## src/rtl/ins_loader_pkg.sv

```systemverilog
// Shared definitions for the instruction loader and the instruction memory it fills.
package ins_loader_pkg;

    localparam int RAM_SIZE      = 256;
    localparam int RAM_SIZE_BIT  = 8;
    localparam int RAM_INST_SIZE = 32;

    localparam int         WORD_W        = 32;
    localparam logic [1:0] LAST_BYTE_IDX = 2'd3;

    typedef enum logic [2:0] {
        ST_IDLE  = 3'd0,
        ST_RECV  = 3'd1,
        ST_WRITE = 3'd2,
        ST_DONE  = 3'd3,
        ST_ERROR = 3'd4
    } loader_state_t;

endpackage

```

## src/rtl/ins_loader_word_assembler.sv

```systemverilog
// Collects four bytes little-endian into one word and tracks the byte position.
module word_assembler
    import ins_loader_pkg::*;
(
    input  logic              clk,
    input  logic              reset,
    input  logic              clear,
    input  logic              load,
    input  logic [7:0]        byte_data,
    output logic [1:0]        byte_cnt,
    output logic              last_byte,
    output logic [WORD_W-1:0] word_next
);

    logic [WORD_W-1:0] word_r;
    logic [1:0]        byte_cnt_r;
    logic [WORD_W-1:0] word_next_s;

    // Merge the incoming byte into the lane selected by the current position.
    always_comb begin
        word_next_s = word_r;
        case (byte_cnt_r)
            2'd0:    word_next_s[7:0]   = byte_data;
            2'd1:    word_next_s[15:8]  = byte_data;
            2'd2:    word_next_s[23:16] = byte_data;
            2'd3:    word_next_s[31:24] = byte_data;
            default: word_next_s        = word_r;
        endcase
    end

    // Position and partial-word registers; a clear discards any partial word.
    always_ff @(posedge clk or posedge reset) begin
        if (reset) begin
            word_r     <= {WORD_W{1'b0}};
            byte_cnt_r <= 2'd0;
        end else if (clear) begin
            word_r     <= {WORD_W{1'b0}};
            byte_cnt_r <= 2'd0;
        end else if (load) begin
            byte_cnt_r <= byte_cnt_r + 2'd1;
            word_r     <= (byte_cnt_r == LAST_BYTE_IDX) ? {WORD_W{1'b0}} : word_next_s;
        end
    end

    assign byte_cnt  = byte_cnt_r;
    assign last_byte = (byte_cnt_r == LAST_BYTE_IDX);
    assign word_next = word_next_s;

endmodule

```

## src/rtl/ins_loader.sv

```systemverilog
// Byte-stream instruction loader: assembles words and writes them to instruction
// memory while holding the CPU in reset, with an inter-byte timeout.
module ins_loader
    import ins_loader_pkg::*;
#(
    parameter int RAM_SIZE      = ins_loader_pkg::RAM_SIZE,
    parameter int RAM_SIZE_BIT  = ins_loader_pkg::RAM_SIZE_BIT,
    parameter int RAM_INST_SIZE = ins_loader_pkg::RAM_INST_SIZE,
    parameter int TIMEOUT       = 1000
) (
    input  logic        clk,
    input  logic        reset,
    input  logic        start,
    input  logic        byte_valid,
    input  logic [7:0]  byte_data,
    output logic        byte_ready,
    output logic [31:0] Address,
    output logic [31:0] Write_data,
    output logic        MemWrite,
    output logic        busy,
    output logic        cpu_hold,
    output logic        done,
    output logic        error
);

    // Session length is clamped to the memory so no out-of-range address is written.
    localparam int INST_WORDS = (RAM_INST_SIZE > RAM_SIZE) ? RAM_SIZE :
                                ((RAM_INST_SIZE < 1) ? 1 : RAM_INST_SIZE);
    localparam logic [RAM_SIZE_BIT-1:0] LAST_WORD = RAM_SIZE_BIT'(INST_WORDS - 1);
    localparam int IDLE_W   = $clog2(TIMEOUT + 1);
    localparam logic [IDLE_W-1:0] IDLE_LIMIT = IDLE_W'(TIMEOUT);
    localparam int ADDR_PAD = 32 - RAM_SIZE_BIT - 2;

    loader_state_t          state_r;
    logic [RAM_SIZE_BIT-1:0] word_cnt_r;
    logic [IDLE_W-1:0]       idle_cnt_r;
    logic                    byte_ready_r;
    logic [31:0]             address_r;
    logic [31:0]             write_data_r;
    logic                    mem_write_r;
    logic                    busy_r;
    logic                    cpu_hold_r;
    logic                    done_r;
    logic                    error_r;

    logic                    accept_s;
    logic                    start_ok_s;
    logic                    timeout_s;
    logic                    asm_clear_s;
    logic [IDLE_W-1:0]       idle_inc_s;
    logic [RAM_SIZE_BIT-1:0] word_cnt_inc_s;
    logic [31:0]             addr_cur_s;
    logic [31:0]             addr_inc_s;
    logic [1:0]              byte_cnt_s;
    logic                    last_byte_s;
    logic [31:0]             word_next_s;

    word_assembler u_word_assembler (
        .clk       (clk),
        .reset     (reset),
        .clear     (asm_clear_s),
        .load      (accept_s),
        .byte_data (byte_data),
        .byte_cnt  (byte_cnt_s),
        .last_byte (last_byte_s),
        .word_next (word_next_s)
    );

    // Handshake, start qualification, timeout detection and address arithmetic.
    always_comb begin
        accept_s       = byte_ready_r & byte_valid;
        idle_inc_s     = idle_cnt_r + IDLE_W'(1);
        word_cnt_inc_s = word_cnt_r + RAM_SIZE_BIT'(1);
        addr_cur_s     = {{ADDR_PAD{1'b0}}, word_cnt_r, 2'b00};
        addr_inc_s     = {{ADDR_PAD{1'b0}}, word_cnt_inc_s, 2'b00};
        case (state_r)
            ST_IDLE, ST_DONE, ST_ERROR: start_ok_s = start;
            default:                    start_ok_s = 1'b0;
        endcase
        if ((state_r == ST_RECV) && !accept_s && (byte_cnt_s != 2'd0)) begin
            timeout_s = (idle_inc_s == IDLE_LIMIT);
        end else begin
            timeout_s = 1'b0;
        end
        asm_clear_s = start_ok_s | timeout_s;
    end

    // Loader FSM with counters and registered outputs.
    always_ff @(posedge clk or posedge reset) begin
        if (reset) begin
            state_r      <= ST_IDLE;
            word_cnt_r   <= {RAM_SIZE_BIT{1'b0}};
            idle_cnt_r   <= {IDLE_W{1'b0}};
            byte_ready_r <= 1'b0;
            address_r    <= 32'd0;
            write_data_r <= 32'd0;
            mem_write_r  <= 1'b0;
            busy_r       <= 1'b0;
            cpu_hold_r   <= 1'b0;
            done_r       <= 1'b0;
            error_r      <= 1'b0;
        end else begin
            case (state_r)
                ST_IDLE, ST_DONE, ST_ERROR: begin
                    mem_write_r <= 1'b0;
                    if (start_ok_s) begin
                        state_r      <= ST_RECV;
                        word_cnt_r   <= {RAM_SIZE_BIT{1'b0}};
                        idle_cnt_r   <= {IDLE_W{1'b0}};
                        address_r    <= 32'd0;
                        byte_ready_r <= 1'b1;
                        busy_r       <= 1'b1;
                        cpu_hold_r   <= 1'b1;
                        done_r       <= 1'b0;
                        error_r      <= 1'b0;
                    end
                end
                ST_RECV: begin
                    mem_write_r <= 1'b0;
                    if (accept_s) begin
                        idle_cnt_r <= {IDLE_W{1'b0}};
                        if (last_byte_s) begin
                            state_r      <= ST_WRITE;
                            byte_ready_r <= 1'b0;
                            mem_write_r  <= 1'b1;
                            write_data_r <= word_next_s;
                            address_r    <= addr_cur_s;
                        end
                    end else if (timeout_s) begin
                        // Partial word is dropped by the assembler clear; no write issued.
                        state_r      <= ST_ERROR;
                        idle_cnt_r   <= idle_inc_s;
                        byte_ready_r <= 1'b0;
                        busy_r       <= 1'b0;
                        cpu_hold_r   <= 1'b0;
                        error_r      <= 1'b1;
                    end else if (byte_cnt_s != 2'd0) begin
                        idle_cnt_r <= idle_inc_s;
                    end
                end
                ST_WRITE: begin
                    mem_write_r <= 1'b0;
                    word_cnt_r  <= word_cnt_inc_s;
                    address_r   <= addr_inc_s;
                    if (word_cnt_r == LAST_WORD) begin
                        state_r      <= ST_DONE;
                        byte_ready_r <= 1'b0;
                        busy_r       <= 1'b0;
                        cpu_hold_r   <= 1'b0;
                        done_r       <= 1'b1;
                    end else begin
                        state_r      <= ST_RECV;
                        byte_ready_r <= 1'b1;
                    end
                end
                default: begin
                    state_r      <= ST_IDLE;
                    byte_ready_r <= 1'b0;
                    mem_write_r  <= 1'b0;
                    busy_r       <= 1'b0;
                    cpu_hold_r   <= 1'b0;
                end
            endcase
        end
    end

    assign byte_ready = byte_ready_r;
    assign Address    = address_r;
    assign Write_data = write_data_r;
    assign MemWrite   = mem_write_r;
    assign busy       = busy_r;
    assign cpu_hold   = cpu_hold_r;
    assign done       = done_r;
    assign error      = error_r;

endmodule

```

## config.mk

```make
export PLATFORM = sky130hd
export DESIGN_NAME = ins_loader
export DESIGN_NICKNAME = d
export VERILOG_FILES = /design/src/rtl/ins_loader_pkg.sv /design/src/rtl/ins_loader_word_assembler.sv /design/src/rtl/ins_loader.sv
export SDC_FILE = /design/constraint.sdc
export NUM_CORES = 1
export LEC_CHECK = 0
export BUFFER_PORTS_ARGS = -buffer_cell sky130_fd_sc_hd__buf_2
export CORE_MARGIN = 4
export CORE_UTILIZATION = 30
export DETAILED_ROUTE_END_ITERATION = 6
export HOLD_SLACK_MARGIN = 0.08
export PLACE_DENSITY_LB_ADDON = 0.05
export SYNTH_ARGS = -nofsm -noshare
export SYNTH_HDL_FRONTEND = slang
export SYNTH_HIERARCHICAL = 1
export SYNTH_SLANG_ARGS = --single-unit
```

## constraint.sdc

```tcl
create_clock -name clk -period 2.4 [get_ports clk]
set_clock_uncertainty 0.05 [all_clocks]
set_input_delay 0.48 -clock clk [delete_from_list [all_inputs] [get_ports clk]]
set_output_delay 0.48 -clock clk [all_outputs]
set_load 0.01 [all_outputs]
```

Word level (Yosys, flattened, before mapping):

Cells that the tools add are included.

* bits in registers: 124
* output and inout bits: 70

* add/sub/neg operators: 3
* equal/unequal tests: 18
* multiplexer cells: 46
* bitwise logic cells: 2
* reductions and logical operators: 19

Operator list (number)
* $mux 32: 6
* $pmux 32 s3: 1
* $mux 10: 4
* $mux 8: 5
* $pmux 10 s2: 1
* $mux 1: 16
* $pmux 8 s2: 1
* $mux 3: 4
* $ne 2x2->1 const B: 6
* $reduce_and 3->1: 4
* $reduce_and 4->1: 3
* $add 10x1->10 const B: 1
* $eq 10x10->1 const B: 1
* $pmux 3 s3: 1
* $add 8x1->8 const B: 1
* $eq 8x5->1 const B: 1
* $reduce_bool 2->1: 4
* $eq 3x2->1 const B: 2
* $mux 2: 3
* $ne 3x3->1 const B: 2
* $pmux 1 s3: 2
* $eq 2x2->1 const B: 2
* $ne 4x3->1 const B: 1
* $pmux 1 s2: 2
* 13 further kinds: 14

Longest topological paths before layout:

* depth in word-level cells: 8
* depth in mapped cells: 12
* depth with buffers taken out: 9

Modules after synthesis:

Netlist, hierarchy kept.

By module, submodules not included
* ins_loader: instances 1, cells each 305, area each 3273.1 um^2
* word_assembler: instances 1, cells each 193, area each 1918.1 um^2

Worst setup path before layout:

OpenSTA, ideal clock, no wires.

* path kind: register to register
* start point: reg state_r[1]
* end point: reg u_word_assembler.word_r[7]
* arrival: 2.329 ns
* required time: 2.219 ns
* setup slack: -0.110 ns
* stages on the path, launching flop included: 13
* buffers on the path: 5
* cell sequence: dfrtp_1 -> buf_4 -> or3b_1 -> buf_6 -> nor3_4 -> nand3_2 -> a2111oi_4 -> inv_1 -> nand2_1 -> buf_6 -> buf_4 -> buf_2 -> o22ai_1

* cells in the longest elaborated chain, start to end: 6
* elaborated cells between the ends (all ways): 12
* those cells by class: 3 x eq/ne; 3 x mux; 1 x bitwise; 5 x reduce/logical

RTL lines
* start, declared: line ins_loader.sv:34 `loader_state_t state_r;`
* start signal, assigned: line ins_loader.sv:91 `state_r <= ST_IDLE;`
* start signal, assigned: line ins_loader.sv:107 `state_r <= ST_RECV;`
* start signal, assigned: line ins_loader.sv:123 `state_r <= ST_WRITE;`
* $eq 3x1->1: line ins_loader.sv:80 `if ((state_r == ST_RECV) && !accept_s && (byte_cnt_s != 2'd0)) begin`
* $logic_and 1x1->1 (2 in a row): line ins_loader.sv:80
* $mux 1: line ins_loader.sv:80
* $or 1x1->1 *: line ins_loader.sv:85 `asm_clear_s = start_ok_s | timeout_s;`
* named net asm_clear_s: line ins_loader.sv:49 `logic asm_clear_s;`
* $mux 32 / $reduce_bool 2->1 (equally long branches)
* end signal, assigned: line ins_loader_word_assembler.sv:34 `word_r <= {WORD_W{1'b0}};`
* end signal, assigned: line ins_loader_word_assembler.sv:37 `word_r <= {WORD_W{1'b0}};`
* end signal, assigned: line ins_loader_word_assembler.sv:41 `word_r <= (byte_cnt_r == LAST_BYTE_IDX) ? {WORD_W{1'b0}} : word_next_s;`
* end, declared: line ins_loader_word_assembler.sv:15 `logic [WORD_W-1:0] word_r;`

Mark *: on every way through the listed nets, which the timed path passes. The rest lies on a longest branch.
A chain may end at the register's enable or synchronous reset.

Worst setup path after layout:

* start point: reg idle_cnt_r[0]
* end point: reg u_word_assembler.word_r[1]

* cells in the longest elaborated chain, start to end: 5
* elaborated cells between the ends (all ways): 6
* those cells by class: 1 x add/sub; 1 x eq/ne; 2 x mux; 1 x bitwise; 1 x reduce/logical

RTL lines
* start, declared: line ins_loader.sv:36 `logic [IDLE_W-1:0] idle_cnt_r;`
* start signal, assigned: line ins_loader.sv:93 `idle_cnt_r <= {IDLE_W{1'b0}};`
* start signal, assigned: line ins_loader.sv:109 `idle_cnt_r <= {IDLE_W{1'b0}};`
* start signal, assigned: line ins_loader.sv:121 `idle_cnt_r <= {IDLE_W{1'b0}};`
* $add 10x1->10 *: line ins_loader.sv:72 `idle_inc_s = idle_cnt_r + IDLE_W'(1);`
* $eq 10x10->1 *: line ins_loader.sv:81 `timeout_s = (idle_inc_s == IDLE_LIMIT);`
* $mux 1 *: line ins_loader.sv:80
* $or 1x1->1 *: line ins_loader.sv:85
* named net asm_clear_s: line ins_loader.sv:49
* $mux 32 / $reduce_bool 2->1 (equally long branches)

Marks and branches as above.

==> out/metrics.csv <==
stage,metric,value,unit
critical_path,Crit-path slowest cell,dfrtp_1,
power,Pwr Density,1042,nW/um^2
critical_path,crit path launch type,flip-flop,
clock_tree,clock buffer count from CTS,9,
finish,fillcell total,1720,
clock_tree,clock sink count,100,
sta,Hold WS,158.6,ps
synthesis,Post-synth EDFFs,0,
finish,FF+latch area,2502,sq um
floorplanning,Die W,139.5,um
synthesis,Synth cell types,56,
synthesis,Post-Synthesis Cells,498,
place,RePlAce Congestion,0.7347,
critical_path,Worst Setup Path Type,flip-flop to flip-flop,
synthesis,"flops & latches, synth",100,
critical_path,WP buf/inv,3,
power,Sw Pwr,2296,uW
finish,# nets final,590,
synthesis,top_reg_cell synth,dfrtp_1,
global_routing,GR Layer Usage met3,2.607,%
power,total internal power,4159,uW
power,Switching Share,35.57,%
finish,most frequent cells in the layout,"100 x dfrtp_1, 57 x buf_2, 48 x mux2_2, 42 x o21ai_0, 42 x nand2_1",
synthesis,sequential fraction of the synthesis area,48.20,%
finish,Multi-input gate area,2405,sq um
power,Lkg Pwr,0.003052,uW
detailed_routing,Iter 0 DRT Violations,214,
place,port bufs,57,
clock_tree,hold buffers post-CTS,0,
floorplanning,Initial Utilization,30.97,%
detailed_routing,drt via density,4.773,
finish,layout cells sized above 1,32.12,%
sta,post-route setup TNS,0,ps
detailed_routing,drt total wl,12360,um
critical_path,"Critical Path, Cell by Cell",ha_1 > and4_1 > and3b_1 > o21ai_0 > buf_4 > a2111oi_4 > inv_2 > nand2_4 > buf_12 > nand2b_1 > o32ai_1,
synthesis,ys async rst share,100.0,%
floorplanning,core area,16760,sq um
sta,worst-margin pin slew,575.1,ps
clock_tree,root buffer cell,clkbuf_16,
finish,Ant. Diodes,0,
sta,Final setup viols,0,
critical_path,Worst Path Required,2570,ps
sta,Worst slew margin,61.66,%
synthesis,mapped cell area,5191,sq um
sta,final hold vios,0,
power,part of the power in registers,35.6,%
place,Place WS,-51.67,ps
detailed_routing,routed via count,3799,
finish,Syn-to-layout area delta,19.33,%
global_routing,vias in the first global route,3833,
status,status,"finished, final reports clean",
detailed_routing,Antenna Nets Post-Route,0,
global_routing,initial antenna violation count,0,
power,Worst VDD drop,0.4151,mV
synthesis,Syn Area/Cell,10.42,sq um
clock_tree,clock-pin slew on the worst setup and hold paths,70,ps
synthesis,Yosys Warn Count,6,
floorplanning,die height,139.5,um
global_routing,most used routing layer in global routing,met2,
floorplanning,I/O pins,82,
critical_path,critical path peak fanout,15,
clock_tree,TritonCTS clock tree,built,
sta,PnR worst setup slack,107.4,ps
clock_tree,htree depth,3,
power,total power,6455,uW
power,clock power share,25.0,%
global_routing,pin count of the biggest net entering global routing,67,
finish,Final Instance Count excl. Fillers,796,
detailed_routing,wire per inst,15.53,um
global_routing,first-pass GRT wire length,20280,um
critical_path,Crit. End Element,flip-flop,
floorplanning,row cnt,47,
sta,"Slew Viols, Final",0,
global_routing,total global routing overflow,0,
hold_path,Hold Path Class,primary input to async pin,
sta,final worst-path cycle share,95.52,%
critical_path,critical path's top delay family,simple AND/OR/NAND/NOR gates,
global_routing,met1 global-route usage,16.53,%
global_routing,met2 usage,21.63,%
power,combinational power share,39.5,%
critical_path,Worst Path Arrival,2460,ps
floorplanning,die area,19470,sq um
finish,"commonest non-fill, non-tap cell in the layout",dfrtp_1,
place,Placed Cells incl. Taps,780,
sta,min Tclk post-route,2293,ps
place,post-DP HPWL,8545,um
critical_path,Crit path largest cell delay,350,ps
run,maxcap violations,0,
detailed_routing,first drt pass iteration count,4,
global_routing,gr usage total,12.94,%
clock_tree,clk buf depth,2,
sta,Peak Freq,0.4362,GHz
clock_tree,clk_lat worst skew,350,ps
detailed_routing,final routed DRC violation total,0,
-- worst reg2reg max path: stages (launching register included) --
cell and delay [ps]:
dfrtp_1 350, ha_1 180, and4_1 240, and3b_1 160
o21ai_0 80, buf_4 150, a2111oi_4 330, inv_2 100
nand2_4 100, buf_12 140, nand2b_1 190, o32ai_1 100
-- metal layers --
metal | wire (um) | part of all wire (%)
met1 | 5658 | 46
met4 | 205 | 1.7
met2 | 6066 | 49
met5 | 0 | 0
met3 | 433 | 3.5
-- registers in the layout (all words and copies together), names as in the netlist --
register	count
done	1
Write_data	32
byte_ready	1
cpu_hold	1
state_r	3
word_cnt_r	8
MemWrite	1
Address	8
error	1
idle_cnt_r	10
u_word_assembler/byte_cnt	2
u_word_assembler/word_r	32
-- per-stage QoR --
stage	utilization (%)	instance area, sq um
6_report	36.96	6195
5_1_grt	36.96	6195
4_1_cts	36.68	6147
3_5_place_dp	34.67	5811
3_3_place_gp	34.67	5811
2_1_floorplan	-	5303
-- final timing paths --
| kind | start | end | slack [ps] | cells after the start |
|---|---|---|---|---|
| setup / recovery | idle_cnt_r[0] | u_word_assembler/word_r[1] | 110 | 11 |
| hold / removal | reset | Write_data[24] | 160 | 3 |
| setup reg to reg | idle_cnt_r[0] | u_word_assembler/word_r[1] | 110 | 11 |
| hold reg to reg | Address[9] | Address[9] | 420 | 1 |
| max in group asynchronous | reset | u_word_assembler/word_r[13] | 1790 | 3 |
| min in group clk | Address[9] | Address[9] | 420 | 1 |
-- synth_stat cells (all sizes together), types with 2 or more instances --
| master | number | area, sq um |
|---|---|---|
| dfrtp | 100 | 2502 |
| mux2 | 49 | 555.5 |
| buf | 44 | 305.3 |
| nand2 | 43 | 161.4 |
| o21ai | 43 | 219.0 |
| inv | 25 | 93.84 |
| nor2 | 22 | 82.58 |
| nand2b | 17 | 106.4 |
| o32ai | 16 | 140.1 |
| nand3 | 14 | 75.07 |
| and2 | 11 | 68.82 |
| a21oi | 10 | 50.05 |
| clkbuf | 10 | 37.54 |
| a21o | 9 | 70.07 |
| a21bo | 7 | 70.07 |
| a221oi | 7 | 61.31 |
| ha | 7 | 87.58 |
| nand3b | 7 | 52.55 |
| nor3 | 6 | 41.29 |
| and3 | 5 | 31.28 |
| o21a | 5 | 37.54 |
| a22oi | 4 | 30.03 |
| a31oi | 3 | 18.77 |
| or3 | 3 | 18.77 |
| a22o | 2 | 18.77 |
| a2bb2oi | 2 | 17.52 |
| a311oi | 2 | 17.52 |
| and4 | 2 | 17.52 |
| mux2i | 2 | 20.02 |
| nand4 | 2 | 12.51 |
| o31ai | 2 | 15.01 |
| xnor2 | 2 | 17.52 |
-- kinds of logic after synthesis --
group,after synthesis,synth area share (%)
buf+inv,79,8.412
other cells,1,0.07224
flops,100,48.20
simple gates,138,13.83
mux,51,11.09
xor+xnor,3,0.5062
compound gates,119,16.20
fa+ha+maj,7,1.687
-- power groups by stage --
stage               Sequential [uW]  Combinational (uW)  Clock, uW
finish                         2300                2550       1610
global route                   2350                2840       1740
CTS                            2300                2560       1680
detailed placement             2330                2550          0
global placement               2320                2530          0
floorplan                      2400                1680          0
-- repair_timing --
item / in CTS / in global routing
endpoints found under the setup margin: 17 / 22
buffers inserted: 0 / 0
pin swaps: 0 / 2
gates cloned: 0 / 0
resized for setup: 3 / 8
-- area by class of cell --
cell class,count,share of cell area (%)
clock inverters,6,1.394
flip-flops and latches,100,40.40
well taps,220,4.444
clock buffers,10,3.858
repair buffers,93,9.574
multi-input cells,342,38.82
inverters,25,1.515
Power figures use the tool's default switching activity.
